==> src/rtl/sr_latch_arbiter.sv <==
// Round-robin controller sharing one bank of SR latches between requesters; s/r are never high together.
// Optional read-back check of the latch outputs enabled by defining SR_READBACK_EN.
module sr_latch_arbiter #(
  parameter int NREQ  = 4,
  parameter int NFLAG = 8,
  parameter int IDXW  = 3,
  parameter int HOLD  = 2
) (
  input  logic                   clk,
  input  logic                   rst_n,
  input  logic [NREQ-1:0]        req,
  input  logic [NREQ-1:0]        op,
  input  logic [NREQ*IDXW-1:0]   idx,
  output logic [NREQ-1:0]        gnt,
  output logic                   busy,
  output logic [NFLAG-1:0]       s,
  output logic [NFLAG-1:0]       r,
  input  logic [NFLAG-1:0]       q,
  output logic                   err
);

  localparam int PW = (NREQ > 1) ? $clog2(NREQ) : 1;
  localparam int CW = (HOLD > 1) ? $clog2(HOLD) : 1;
  localparam int unsigned NF = NFLAG;
  localparam int unsigned NR = NREQ;

  typedef enum logic [1:0] {IDLE, DRIVE, GAP} state_t;

  state_t            state_q, state_n;
  logic [PW-1:0]     ptr_q, ptr_n, win_q, win_n, win_sel, cand;
  logic              op_q, op_n, found;
  logic [IDXW-1:0]   idx_q, idx_n;
  logic [CW-1:0]     cnt_q, cnt_n;
  logic [NFLAG-1:0]  s_n, r_n, sel_flag;
  logic [NREQ-1:0]   gnt_n;
  logic              busy_n, err_n;
  logic [IDXW-1:0]   idx_arr [NREQ];

  // Out-of-range indices decode to all zeros, so they never reach the bank.
  function automatic logic [NFLAG-1:0] decode(input logic [IDXW-1:0] i);
    logic [NFLAG-1:0] d;
    d = '0;
    for (int unsigned f = 0; f < NF; f++)
      if (32'(i) == f) d[f] = 1'b1;
    return d;
  endfunction

  always_comb begin
    for (int unsigned i = 0; i < NR; i++)
      idx_arr[i] = idx[i*IDXW +: IDXW];
  end

  // Search upward from the pointer, wrapping; first hit wins.
  always_comb begin
    found   = 1'b0;
    win_sel = '0;
    cand    = '0;
    for (int unsigned i = 0; i < NR; i++) begin
      cand = PW'((32'(ptr_q) + i) % NR);
      if (!found && req[cand]) begin
        found   = 1'b1;
        win_sel = cand;
      end
    end
  end

  assign sel_flag = decode(idx_q);

  always_comb begin
    state_n = state_q;
    ptr_n   = ptr_q;
    win_n   = win_q;
    op_n    = op_q;
    idx_n   = idx_q;
    cnt_n   = cnt_q;
    s_n     = '0;
    r_n     = '0;
    gnt_n   = '0;
    err_n   = err;
    case (state_q)
      IDLE: begin
        if (found) begin
          state_n = DRIVE;
          win_n   = win_sel;
          op_n    = op[win_sel];
          idx_n   = idx_arr[win_sel];
          cnt_n   = CW'(HOLD - 1);
          s_n     = op_n ? decode(idx_n) : '0;
          r_n     = op_n ? '0 : decode(idx_n);
        end
      end
      DRIVE: begin
        if (cnt_q == '0) begin
          state_n      = GAP;
          gnt_n[win_q] = 1'b1;
        end else begin
          cnt_n = cnt_q - CW'(1);
          s_n   = op_q ? sel_flag : '0;
          r_n   = op_q ? '0 : sel_flag;
        end
      end
      GAP: begin
        state_n = IDLE;
        ptr_n   = PW'((32'(win_q) + 32'd1) % NR);
`ifdef SR_READBACK_EN
        if ((|sel_flag) && ((|(q & sel_flag)) != op_q)) err_n = 1'b1;
`endif
      end
      default: state_n = IDLE;
    endcase
    busy_n = (state_n != IDLE);
  end

`ifndef SR_READBACK_EN
  logic unused_q;
  assign unused_q = ^q;
`endif

  always_ff @(posedge clk or negedge rst_n) begin
    if (!rst_n) begin
      state_q <= IDLE;
      ptr_q   <= '0;
      win_q   <= '0;
      op_q    <= 1'b0;
      idx_q   <= '0;
      cnt_q   <= '0;
      s       <= '0;
      r       <= '0;
      gnt     <= '0;
      busy    <= 1'b0;
      err     <= 1'b0;
    end else begin
      state_q <= state_n;
      ptr_q   <= ptr_n;
      win_q   <= win_n;
      op_q    <= op_n;
      idx_q   <= idx_n;
      cnt_q   <= cnt_n;
      s       <= s_n;
      r       <= r_n;
      gnt     <= gnt_n;
      busy    <= busy_n;
      err     <= err_n;
    end
  end

endmodule
==> config.mk <==
export PLATFORM = sky130hd
export DESIGN_NAME = sr_latch_arbiter
export DESIGN_NICKNAME = d
export VERILOG_FILES = /design/src/rtl/sr_latch_arbiter.sv
export SDC_FILE = /design/constraint.sdc
export NUM_CORES = 1
export LEC_CHECK = 0
export ABC_AREA = 1
export CORE_MARGIN = 2
export CORE_UTILIZATION = 35
export CTS_CLUSTER_SIZE = 16
export DETAILED_ROUTE_END_ITERATION = 12
export HOLD_SLACK_MARGIN = 0.02
export PLACE_DENSITY = 0.69
export SLEW_MARGIN = 20
export SYNTH_ARGS = -nofsm -noshare
export SYNTH_HDL_FRONTEND = slang
export SYNTH_SLANG_ARGS = --single-unit
==> constraint.sdc <==
create_clock -name clk -period 1.8 [get_ports clk]
set_input_delay 0.36 -clock clk [delete_from_list [all_inputs] [get_ports clk]]
set_output_delay 0.36 -clock clk [all_outputs]
set_load 0.01 [all_outputs]
==> After elaboration in Yosys (flattened, before gate mapping) <==
Cells that the tools add are included.
Widths: inputs -> output; s select.
{ "op_classes": {"add_sub_neg": 5, "order_cmp": 8, "eq_ne": 17, "mux": 57, "bitwise_logic": 1, "n_reduce_logical": 14} }
{ "ops": {"columns": ["operator", "count"], "rows": [
  ["$mux 8", 8],
  ["$pmux 8 s2", 2],
  ["$mux 1", 28],
  ["$eq 3x3->1 const B", 8],
  ["$lt 2x3->1 const B", 6],
  ["$eq 3x2->1 const B", 4],
  ["$mux 2", 6],
  ["$bmux 1 s2", 5],
  ["$mux 4", 2],
  ["$bmux 3 s2", 1],
  ["$eq 3x1->1 const B", 2],
  ["$logic_not 3->1", 2],
  ["$mux 3", 2],
  ["$add 2x1->2 const B", 2],
  ["$add 2x2->2 const B", 2],
  ["$logic_and 1x1->1", 4],
  ["$pmux 2 s2", 1],
  ["$reduce_and 2->1", 2],
  ["$reduce_bool 2->1", 2],
  ["$ge 3x3->1 const B", 1],
  ["$logic_not 1->1", 3],
  ["$not 2->3", 1],
  ["$demux 1 s2", 1],
  ["$eq 2x1->1 const B", 1],
  ["6 further kinds", 6]
]} }
{ "word_totals": {"reg_bits": 32, "inputBits": 30, "output_inout_bits": 22, "elab_cells": 112} }

==> Logic depth before layout (Yosys ltp) <==
Gate-level depths: netlist of the first run.
{ "depth": {"depth_word": 21, "ltp_mapped": 17, "ltp_nobuf": 16} }

==> Worst setup path after synthesis of the first run <==
No wires, ideal clock.
{ "synth_timing": {"kind": "register to register", "startpoint": "register ptr_q[0]", "endpoint": "register r[0]", "setup_time_ns": 0.066, "t_arrival_ns": 1.772, "required_ns": 1.734, "path_slack_ns": -0.038, "stages_incl_launch_ff": 18, "path_buffers": 2, "synth_period_minus_slack_ns": 1.838, "cell_sequence": "dfrtp_1 buf_6 nand2_1 nand2_1 nand2_1 nand2_2 nor2_4 nand3_2 nand2_4 nand2_4 buf_6 nand2_4 nand2_1 nand2_1 nand2_2 nor2_4 nand3_1 nand2_1"} }
{ "synth_between": {"elab_chain_cells": 21, "word_cells_on_any_way": 36, "cone_classes": "add/sub (3); mux (25); bitwise (1); reduce/logical (7)"} }
{ "synth_lines": {"columns": ["element", "line", "rtl"], "rows": [
  ["start: declaration", "30", "logic [PW-1:0] ptr_q, ptr_n, win_q, win_n, win_sel, cand;"],
  ["start signal: assignment", "134", "ptr_q <= ptr_n;"],
  ["parallel branches: the longest is 19 deep, another holds $add 2x1->2", null, null],
  ["$mux 8 *", "82", "if (found) begin"],
  ["$pmux 8 s2 *", "80", "case (state_q)"],
  ["via r_n[0]", "34", "logic [NFLAG-1:0] s_n, r_n, sel_flag;"],
  ["end signal: assignment", "140", "r <= r_n;"],
  ["end: declaration", "17", "output logic [NFLAG-1:0] r,"]
]} }
Mark *: on every way through the listed nets, which the timed path passes. The select of a mux whose other input is x is not followed.
A chain may end at the register's enable or synchronous reset.

==> Worst setup path after layout of the first run <==
{ "layout_timing": {"startpoint": "register ptr_q[0]", "endpoint": "register r[7]"} }
{ "layout_between": {"elab_chain_cells": 21, "word_cells_on_any_way": 36, "cone_classes": "add/sub (3); eq/ne (1); mux (25); bitwise (1); reduce/logical (6)"} }
{ "layout_lines": {"columns": ["element", "line"], "rows": [
  ["parallel branches: the longest is 19 deep, another holds $add 2x1->2", null],
  ["$mux 8 *", "82"],
  ["$pmux 8 s2 *", "80"],
  ["via r_n[7]", "34"]
]} }
Marked as above.

==> results of run 1 <==
## stage by stage
stage | cells | worst slack (ns) | util, % | TNS, ns | instance area [um2]
final | 408 | -0.306 | 59.1 | -5.40 | 3190
after global routing | 408 | -0.445 | 59.1 | -8.35 | 3190
after CTS | 401 | -0.244 | 51.9 | -4.76 | 2800
after detailed placement | 384 | -0.578 | 46.9 | -11.77 | 2530
after global placement | 384 | -0.539 | 46.9 | -10.86 | 2530
after floorplan | 259 | -0.0376 | - | -0.552 | 1930
## logic make-up (layout without fill, tap and decap cells)
logic type | Yosys count | after routing
simple gates | 179 | 182
flops | 32 | 32
buf+inv | 30 | 104
compound gates | 13 | 13
fa+ha+maj | 4 | 4
other cells | 1 | 1
## metal layers
metal  track usage [%]  vias up
met2              26.3       49
li1                  -      983
met1              17.7      930
met5                 0        -
met3              2.99       13
met4              4.74        0
## final cells by class
type                    instances  area, um2  share of cell area, %
well taps                      72       90.1                   2.82
repair buffers                 71        717                   22.5
multi-input cells             200       1370                   43.0
inverters                      26        113                   3.53
clock buffers                   7       96.3                   3.02
flip-flops and latches         32        803                   25.2
## critical path: cells and delay by family (launching register included)
family	cells	cell delay (ns)
AND/OR/NAND/NOR	10	1.17
flip-flops	1	0.44
buffers and inverters	2	0.26
AO/OA/AOI/OAI	1	0.16
## synthesized netlist by cell type
| cell type | n |
|---|---|
| inv_1 | 22 |
| nand3_2 | 3 |
| a21oi_1 | 2 |
| nand3_1 | 38 |
| inv_2 | 4 |
| buf_2 | 1 |
| nor2_4 | 6 |
| dfrtp_1 | 32 |
| buf_6 | 2 |
| ha_1 | 4 |
| a21oi_2 | 1 |
| nand3b_1 | 1 |
| a31oi_1 | 1 |
| buf_4 | 1 |
| o21ai_1 | 1 |
| nor3_1 | 8 |
| nand4_1 | 1 |
| nor2_1 | 11 |
| nand2_1 | 92 |
| nand2_2 | 14 |
| nor2_2 | 2 |
| nand2_4 | 3 |
| conb_1 | 1 |
| o21ai_2 | 2 |
| o21ai_0 | 6 |
## state kept, by name, summed over array words and instances (netlist names)
name	count
busy	1
state_q	2
idx_q	3
r	8
op_q	1
gnt	4
win_q	2
cnt_q	1
s	8
ptr_q	2
## repair_timing
action / 4_1_cts / 5_1_grt
cloned: 2 / 1
pin swaps: 16 / 45
setup endpoints to repair: 20 / 25
buffers inserted: 8 / 7
hold buffers: 0 / 0
gates resized for setup: 22 / 81
## how the worst max path moves through the flow
stage	start	cells past startpoint	slack [ns]	to
finish	ptr_q[0]$_DFFE_PN0N_	13	-0.31	r[7]$_DFF_PN0_
global route	ptr_q[0]$_DFFE_PN0N_	16	-0.45	r[6]$_DFF_PN0_
CTS	ptr_q[0]$_DFFE_PN0N_	16	-0.24	s[3]$_DFF_PN0_
detailed placement	req[2]	16	-0.58	s[4]$_DFF_PN0_
global placement	req[3]	17	-0.54	r[7]$_DFF_PN0_
floorplan	ptr_q[0]$_DFFE_PN0N_	17	-0.04	r[0]$_DFF_PN0_
==> summary.txt, run 1 <==
Run status
  • Status: complete, but fails checks
  • Failing checks: setup timing

Timing
  • Maximum clock frequency: 0.475 GHz
  • Setup Skew: 0.00426 ns
  • Final setup violation count: 23
  • Final Hold Fails: 0
  • Hold slack: ~0.46 ns
  • Setup WS post-layout: -0.306 ns
  • Slew margin rel.: between 60% and 70%
  • Slew Viols, Final: 0
  • Final min period: 2.11 ns
  • Final period util: 117%
  • RSZ-0062 raised after global routing: true
  • Worst slew pin tran: 0.522 ns

Yosys
  • Area share of fa/ha/maj cells after synthesis: 2.60%
  • Yosys top cell by area: dfrtp_1
  • Compound-Gate Fraction of Synth Area: 4.03%
  • Yosys cell types: 25
  • Gate count after technology mapping: 259
  • Ranking of synthesized cells by area: dfrtp_1, nand2_1, nand3_1, nand2_2, inv_1
  • Post-synth top area share: 41.6%
  • Mapped cell area: ~0.0019 mm2
  • Average cell area after synthesis: 7.44 um2
  • Synth Area in XOR/XNOR: 0%
  • Post-synthesis sequential area ratio: 41.6%
  • Post-synthesis mux area share: 0%
  • Synth Area in Simple Gates: 44.7%
  • Net Count, Synth: 293
  • Synth warn: 0
  • Main combinational cell family by area after synthesis: simple AND/OR/NAND/NOR gates
  • Yosys reg bits: 32

Global route
  • First-pass GRT wire length: 7350 um
  • Largest net degree at the start of global routing: 33
  • Gr ovfl total: 0
  • Initial antenna violation count: 0
  • Vias in the first global route: 1713
  • All-Layer GR Usage: 14.7%

Worst setup path
  • Req. time, crit path: 2.01 ns
  • Crit-path cells: clkinv_4 -> nand2_4 -> nand2_4 -> buf_6 -> o21ai_4 -> nand3_4 -> nand2_8 -> nand3b_1 -> nand3_4 -> nand2_4 -> nor2_4 -> nand3_2 -> nand2_1
  • Critical-path top delay cell: dfrtp_2
  • Crit path DAT: 2.32 ns
  • Critical path class: reg -> reg
  • CP max FO: 8
  • Startpoint Class: flip-flop
  • CP Capture Type: flip-flop
  • Most frequent cell on the critical path: nand2_4
  • FF-to-FF Start: ptr_q[0]$_DFFE_PN0N_
  • R2R Setup Slk: -0.31 ns
  • Largest stage delay on the critical path: 0.44 ns
  • Reg-to-reg critical path endpoint: r[7]$_DFF_PN0_
  • Worst R2R Path Depth: 13

Routing
  • DR WL met3: 206 um
  • Vias per inst: 4.84
  • Final ANT Viol Nets: 0
  • Drt total wl: a little over 5000 um
  • Via count: 1975
  • Initial DRC Count: 91
  • Top sig layer: met4
  • WL met2: 2680 um
  • Detailed Routing Iterations Pass 1: 4
  • Routed metal-1 wirelength: ~2000 um
  • Drt wl/cell: 12.3 um
  • Post-route DRC violation count: 0

CTS
  • Skew-Pair Late Insertion Delay: 0.27 ns
  • Clk slew on worst S/H paths: 0.06 ns
  • CTS Sinks: 32
  • Num CTS Buffers: 5
  • Clk root buf: clkbuf_8
  • H-tree Lvls: 2
  • CTS Buffer Depth: 2
  • CTS tree: done

Layout
  • Most common cell after layout, fill and taps aside: nand2_1
  • Commonest non-fill, non-tap cells in the layout: nand2_1, clkdlybuf4s50_1, nand2_2
  • Filler instances: 480
  • Nets: 370
  • Layout cells sized above 1: 40.5%
  • Final antenna diode count: 0
  • Area Growth Syn to Fin: 65.6%

Min path
  • Hold path depth: 1
  • Worst hold path type: reg -> reg
  • Hold path start: cnt_q$_DFFE_PN0P_
  • Hold EP: state_q[1]$_DFF_PN0_

Floorplan
  • Die Y: 78.2 um
  • Die footprint: around 0.006 mm2
  • Initial Utilization: 35.6%
  • DIE WIDTH: 78.2 um
  • I/O Pins: 52
  • Core Area: 0.00541 mm2
  • Row cnt: 27

Placed design
  • DP Wirelength: between 3000 and 4000 um
  • Placer Congestion: 0.897
  • IO buf count: 42

Run
  • Max-capacitance violation count: 0
Power of run 1 is left out: the tool's default activity adds up to more than one toggle a clock period on the data nets, which glitch-free logic cannot reach.
==> run 2, diff against run 1 <==
ABC_AREA = default   (was 1)
PLACE_DENSITY = 0.72   (was 0.69)
SKIP_LAST_GASP = 1   (was default)
==> run 2 against run 1 <==
Effect of this change: register-to-register slack improved by 0.05 ns; setup slack improved by 0.050 ns; fmax increased by 2.4%; count of clock-buffer cells in the layout down 1; the flow still finishes with violations (setup timing); critical path depth fell by 6; die area is 16% lower; non-clock buffer count fell by 12; flip-flop and latch count is the same.
==> summary.txt, run 2 <==
CTS
  • Clk slew on worst S/H paths: 0.07 ns
  • Clk root buf: clkbuf_8
  • Skew-Pair Late Insertion Delay: 0.28 ns
  • CTS Sinks: 32
  • CTS Buffer Depth: 2
  • H-tree Lvls: 2
  • Hold Buf Count CTS: 0
  • Num CTS Buffers: 5
  • CTS tree: done

Pwr
  • Maximum VDD drop: 706 uV
  • Total design power: 3.84 mW
  • Static leakage: around 1.1 nW
  • PD cells: ~1500 mW/mm2

Floorplan
  • Core Area: 0.00438 mm2
  • I/O Pins: 52
  • Die Y: between 70 and 80 um
  • Row cnt: 24
  • Die footprint: 0.00516 mm2
  • DIE WIDTH: 71.8 um
  • Initial Utilization: 36.7%

Worst setup path
  • Largest stage delay on the critical path: ~0.43 ns
  • CP Capture Type: flip-flop
  • R2R Setup Slk: -0.26 ns
  • Startpoint Class: flip-flop
  • Critical path buffers and inverters: 1
  • Worst R2R Path Depth: 7
  • Crit path DAT: 2.25 ns
  • Worst path top cell family by delay: simple AND/OR/NAND/NOR gates
  • FF-to-FF Start: ptr_q[1]$_DFFE_PN0N_
  • Req. time, crit path: 2.00 ns
  • Reg-to-reg critical path endpoint: r[0]$_DFF_PN0_
  • Critical-path top delay cell: dfrtp_1
  • Critical path class: reg -> reg
  • CP max FO: 8
  • Crit-path cells: or3b_4 -> o221ai_4 -> buf_12 -> mux2i_4 -> a22oi_2 -> or2_4 -> o22ai_4

Global route
  • Gr ovfl total: 0
  • Vias in the first global route: 1320
  • All-Layer GR Usage: 15.5%
  • Largest net degree at the start of global routing: 33
  • Initial antenna violation count: 0
  • First-pass GRT wire length: 6170 um

Yosys
  • Mapped cell area: 0.00161 mm2
  • Ranking of synthesized cells by area: dfrtp_1, o22ai_1, mux2i_1, mux2i_4, ha_1
  • Average cell area after synthesis: 11.7 um2
  • Yosys reg bits: 32
  • Ys async rst share: 100%
  • Top-count cell post-synth: dfrtp_1
  • Synth warn: 0
  • Net Count, Synth: 171
  • Ys flop type: dfrtp_1
  • Yosys top cell by area: dfrtp_1
  • Post-synthesis sequential area ratio: 49.8%
  • Gate count after technology mapping: approximately 140
  • Synth cell count leaders: dfrtp_1, o22ai_1, nand2_1
  • EDFF count, synth: 0
  • Yosys cell types: 41
  • Post-synth top area share: 49.8%

Routing
  • Final ANT Viol Nets: 0
  • Drt total wl: 3550 um
  • Via count: 1294
  • Post-route DRC violation count: 0
  • Initial DRC Count: 66
  • Vias per inst: 5.09
  • Drt wl/cell: 14.0 um
  • Detailed Routing Iterations Pass 1: 4

Layout
  • Largest regs: r x8, s x8, gnt x4
  • Layout cells sized above 1: 34.7%
  • Area Growth Syn to Fin: 57.7%
  • Nets: 235
  • Post-route insts no fill: 254
  • Filler instances: ~380
  • Most common cell after layout, fill and taps aside: clkdlybuf4s50_1
  • Commonest non-fill, non-tap cells in the layout: clkdlybuf4s50_1, dfrtp_1, buf_4
  • Final Util: 57.9%
  • Final antenna diode count: 0

Timing
  • Maximum clock frequency: 0.486 GHz
  • Final period util: 114%
  • Slew Viols, Final: 0
  • Hold slack: 0.474 ns
  • Setup WS post-layout: -0.256 ns
  • Final min period: about 2.1 ns
  • Setup Skew: 0.00467 ns
  • RSZ-0062 raised after global routing: true
  • Final Hold Fails: 0
  • Final setup violation count: 19
  • Setup TNS: -3.63 ns

Placed design
  • IO buf count: 42
  • Placer Congestion: a little over 0.9
  • Placed cell count: 245
  • DP Wirelength: 2510 um

Run status
  • Failing checks: setup timing
  • Status: complete, but fails checks

Run
  • Max-capacitance violation count: 0

Min path
  • Worst hold path type: in -> async
-- run 2: layout make-up --
class	instances	area (um2)	share of cell area, %
clock buffers	6	82.6	3.25
clock inverters	2	10.0	0.394
inverters	3	11.3	0.444
multi-input cells	100	1000	39.5
flip-flops and latches	32	801	31.6
well taps	52	65.1	2.56
repair buffers	59	564	22.2
-- run 2: how the worst max path moves through the flow --
stage / from / end / cells past startpoint / slack (ns)
6_report: ptr_q[1]$_DFFE_PN0N_ / r[0]$_DFF_PN0_ / 7 / -0.26
4_1_cts: ptr_q[1]$_DFFE_PN0N_ / r[0]$_DFF_PN0_ / 7 / -0.28
5_1_grt: ptr_q[1]$_DFFE_PN0N_ / s[2]$_DFF_PN0_ / 7 / -0.33
3_3_place_gp: req[1] / s[2]$_DFF_PN0_ / 8 / -0.70
2_1_floorplan: ptr_q[1]$_DFFE_PN0N_ / r[0]$_DFF_PN0_ / 6 / -0.09
3_5_place_dp: req[1] / s[2]$_DFF_PN0_ / 8 / -0.72
-- run 2: timing repair --
item	CTS	global route
endpoints found under the setup margin	20	20
hold endpoints to repair	0	0
pin swaps	9	3
buffers inserted	0	1
gates cloned	0	0
resized for setup	32	5
-- run 2: logic make-up after synthesis --
family,after synthesis,synth area share (%)
AOI/OAI and AO/OA,32,15.5
adders and majority gates,4,3.11
buffers and inverters,5,1.40
DFF,32,49.8
muxes,15,11.9
other,1,0.233
and+or+nand+nor,48,18.1
-- run 2: power breakdown --
group | internal (mW) | switching (mW) | total [mW]
Combinational | 1.13 | 0.991 | 2.12
Clock | 0.305 | 0.259 | 0.564
Sequential | 0.958 | 0.193 | 1.15
-- run 2: through the flow --
step | setup WS, ns | area (um2)
after floorplan | -0.0866 | 1640
after global placement | -0.704 | 2240
after detailed placement | -0.725 | 2240
after CTS | -0.283 | 2510
after global routing | -0.331 | 2540
final | -0.256 | 2540
-- run 2: per-layer routing --
layer | vias to the layer above | wire length (um) | GRT usage [%]
met5 | - | 0 | 0
met4 | 0 | 21 | 5.66
met2 | 51 | 1870 | 26.3
met3 | 3 | 205 | 3.66
li1 | 623 | - | -
met1 | 617 | 1460 | 19.3
-- run 2: worst reg2reg max path, delay by kind of cell (launching register included) --
family / cells / cell delay, ns
AOI/OAI and AO/OA: 3 / 0.37
buffers and inverters: 1 / 0.20
DFF: 1 / 0.43
muxes: 1 / 0.28
and+or+nand+nor: 2 / 0.69
No activity file was read; power rests on OpenSTA's default activity.
==> run 3, diff against run 2 <==
CORE_ASPECT_RATIO = 0.75   (was default)
==> run 3 against run 2 <==
Effect of this change: the run still ends with setup timing left; combinational power rose by 5%; critical path depth did not move; register-to-register slack got worse by 0.02 ns; clock skew rose by 0.0018 ns; largest power group unchanged; utilization rose by 0.20 points; sequential power barely moved.
==> summary.txt, run 3 (synthesis gave the netlist of run 2 again) <==
Run status
  • Status: complete, but fails checks
  • Failing checks: setup timing

Floorplan
  • Initial Utilization: 36.2%
  • I/O Pins: 52
  • Die footprint: between 0.005 and 0.006 mm2
  • DIE WIDTH: 82.3 um
  • Die Y: 62.7 um
  • Core Area: 0.00444 mm2
  • Row cnt: 21

CTS
  • H-tree Lvls: 2
  • CTS Sinks: 32
  • Clk slew on worst S/H paths: 0.06 ns
  • CTS tree: done
  • Num CTS Buffers: 5
  • CTS Buffer Depth: 2
  • Clk root buf: clkbuf_8
  • Skew-Pair Late Insertion Delay: between 0.2 and 0.3 ns

Timing
  • Maximum clock frequency: 0.481 GHz
  • Final period util: 115%
  • Final setup violation count: 20
  • Slew Viols, Final: 0
  • Setup Skew: 0.00645 ns
  • RSZ-0062 raised after global routing: true
  • Final min period: between 2 and 2.5 ns
  • Hold slack: 0.479 ns
  • Final Hold Fails: 0
  • Setup WS post-layout: -0.277 ns
  • Setup TNS: -4.12 ns

Worst setup path
  • CP Capture Type: flip-flop
  • Most frequent cell on the critical path: mux2i_4
  • Worst path top cell family by delay: simple AND/OR/NAND/NOR gates
  • Req. time, crit path: approximately 2.0 ns
  • Largest stage delay on the critical path: 0.44 ns
  • Critical path buffers and inverters: 1
  • Critical path class: reg -> reg
  • Startpoint Class: flip-flop
  • Crit-path cells: or3b_4 -> o221ai_4 -> buf_12 -> mux2i_4 -> mux2i_4 -> or2_4 -> o22ai_1
  • Crit path DAT: roughly 2.3 ns
  • Critical-path top delay cell: dfrtp_2
  • CP max FO: 8

Placed design
  • DP Wirelength: between 2000 and 3000 um
  • Placer Congestion: 0.864
  • IO buf count: 42
  • Placed cell count: 253
  • Placed instance area: 0.00227 mm2

Routing
  • Drt wl/cell: 13.8 um
  • Detailed Routing Iterations Pass 1: 4
  • Vias per inst: 4.94
  • Post-route DRC violation count: 0
  • Via count: 1305
  • Final ANT Viol Nets: 0
  • Drt total wl: around 3600 um
  • Initial DRC Count: 59

Global route
  • Gr ovfl total: 0
  • Met2 Usage GRT: 23.1%
  • First-pass GRT wire length: 6150 um
  • Largest net degree at the start of global routing: 33
  • Met3 GRT Util: 4.05%
  • Vias in the first global route: 1278
  • Initial antenna violation count: 0
  • Busiest layer in global routing: met2
  • All-Layer GR Usage: 15.8%
  • GR Util met1: 22.8%

Layout
  • Final Util: about three fifths
  • Most common cell after layout, fill and taps aside: clkdlybuf4s50_1
  • Post-route insts no fill: 264
  • Final antenna diode count: 0
  • Layout cells sized above 1: 35.3%
  • Area of the multi-input gates: 996 um2
  • Largest regs: r x8, s x8, gnt x4
  • Final Cell Area: ~0.0026 mm2
  • Filler instances: 366
  • Nets: approximately 240
  • Area Growth Syn to Fin: 60.3%
  • Commonest non-fill, non-tap cells in the layout: clkdlybuf4s50_1, dfrtp_1, buf_4
  • Seq. cell area: between 800 and 900 um2

Pwr
  • PD cells: between 1500 and 2000 mW/mm2
  • Maximum VDD drop: 633 uV
  • Static leakage: 1.09 nW

Min path
  • Worst hold path type: in -> async

Run
  • Max-capacitance violation count: 0
[run 3: cell count changes in the layout (fill, tap and decap cells not counted), sizes merged]
cell / change
buf: +6
clkinv: -1
[run 3: layout make-up]
| cell class | count | share of cell area [%] |
|---|---|---|
| clock buffer | 6 | 2.81 |
| tap | 57 | 2.77 |
| multi-input combinational | 100 | 38.6 |
| sequential | 32 | 31.1 |
| timing repair buffer | 65 | 24.1 |
| inverter | 3 | 0.437 |
| clock inverter | 1 | 0.194 |
[run 3: what timing repair did]
action,in CTS,in global routing
buffers inserted,3,1
hold buffers,0,0
pin swaps,11,3
gates resized for setup,37,3
endpoints found under the setup margin,20,20
[run 3: layer usage]
metal	routed length (um)	part of all wire [%]	up-vias
met5	0	0	-
met4	31	0.85	0
met3	228	6.3	4
met2	1620	45	58
met1	1750	48	612
li1	-	-	631
[run 3: stage by stage]
stage | worst slack (ns) | power, mW
after floorplan | -0.0866 | 2.23
after global placement | -0.700 | 2.92
after detailed placement | -0.737 | 2.96
after CTS | -0.310 | 3.82
after global routing | -0.360 | 4.14
final | -0.277 | 3.88
[run 3: worst paths after layout]
check	start	to	slack, ns	depth (start not counted)
worst max register to register	ptr_q[1]$_DFFE_PN0N_	s[0]$_DFF_PN0_	-0.28	7
min in group clk	cnt_q$_DFFE_PN0P_	state_q[1]$_DFF_PN0_	0.53	1
worst min register to register	cnt_q$_DFFE_PN0P_	state_q[1]$_DFF_PN0_	0.53	1
worst min-delay path	rst_n	r[1]$_DFF_PN0_	0.48	2
worst max-delay path	ptr_q[1]$_DFFE_PN0N_	s[0]$_DFF_PN0_	-0.28	7
max in group asynchronous	rst_n	ptr_q[1]$_DFFE_PN0N_	1.01	2
[run 3: power by group]
part	switching (mW)	internal, mW	leakage, nW
clock network	0.236	0.262	0.0410
registers	0.193	0.961	0.419
logic	1.03	1.19	0.629
[run 3: worst reg2reg max path, stage by stage (launching register included)]
cell      delay, ns
dfrtp_2        0.44
or3b_4         0.40
o221ai_4       0.09
buf_12         0.20
mux2i_4        0.27
mux2i_4        0.11
or2_4          0.30
o22ai_1        0.19
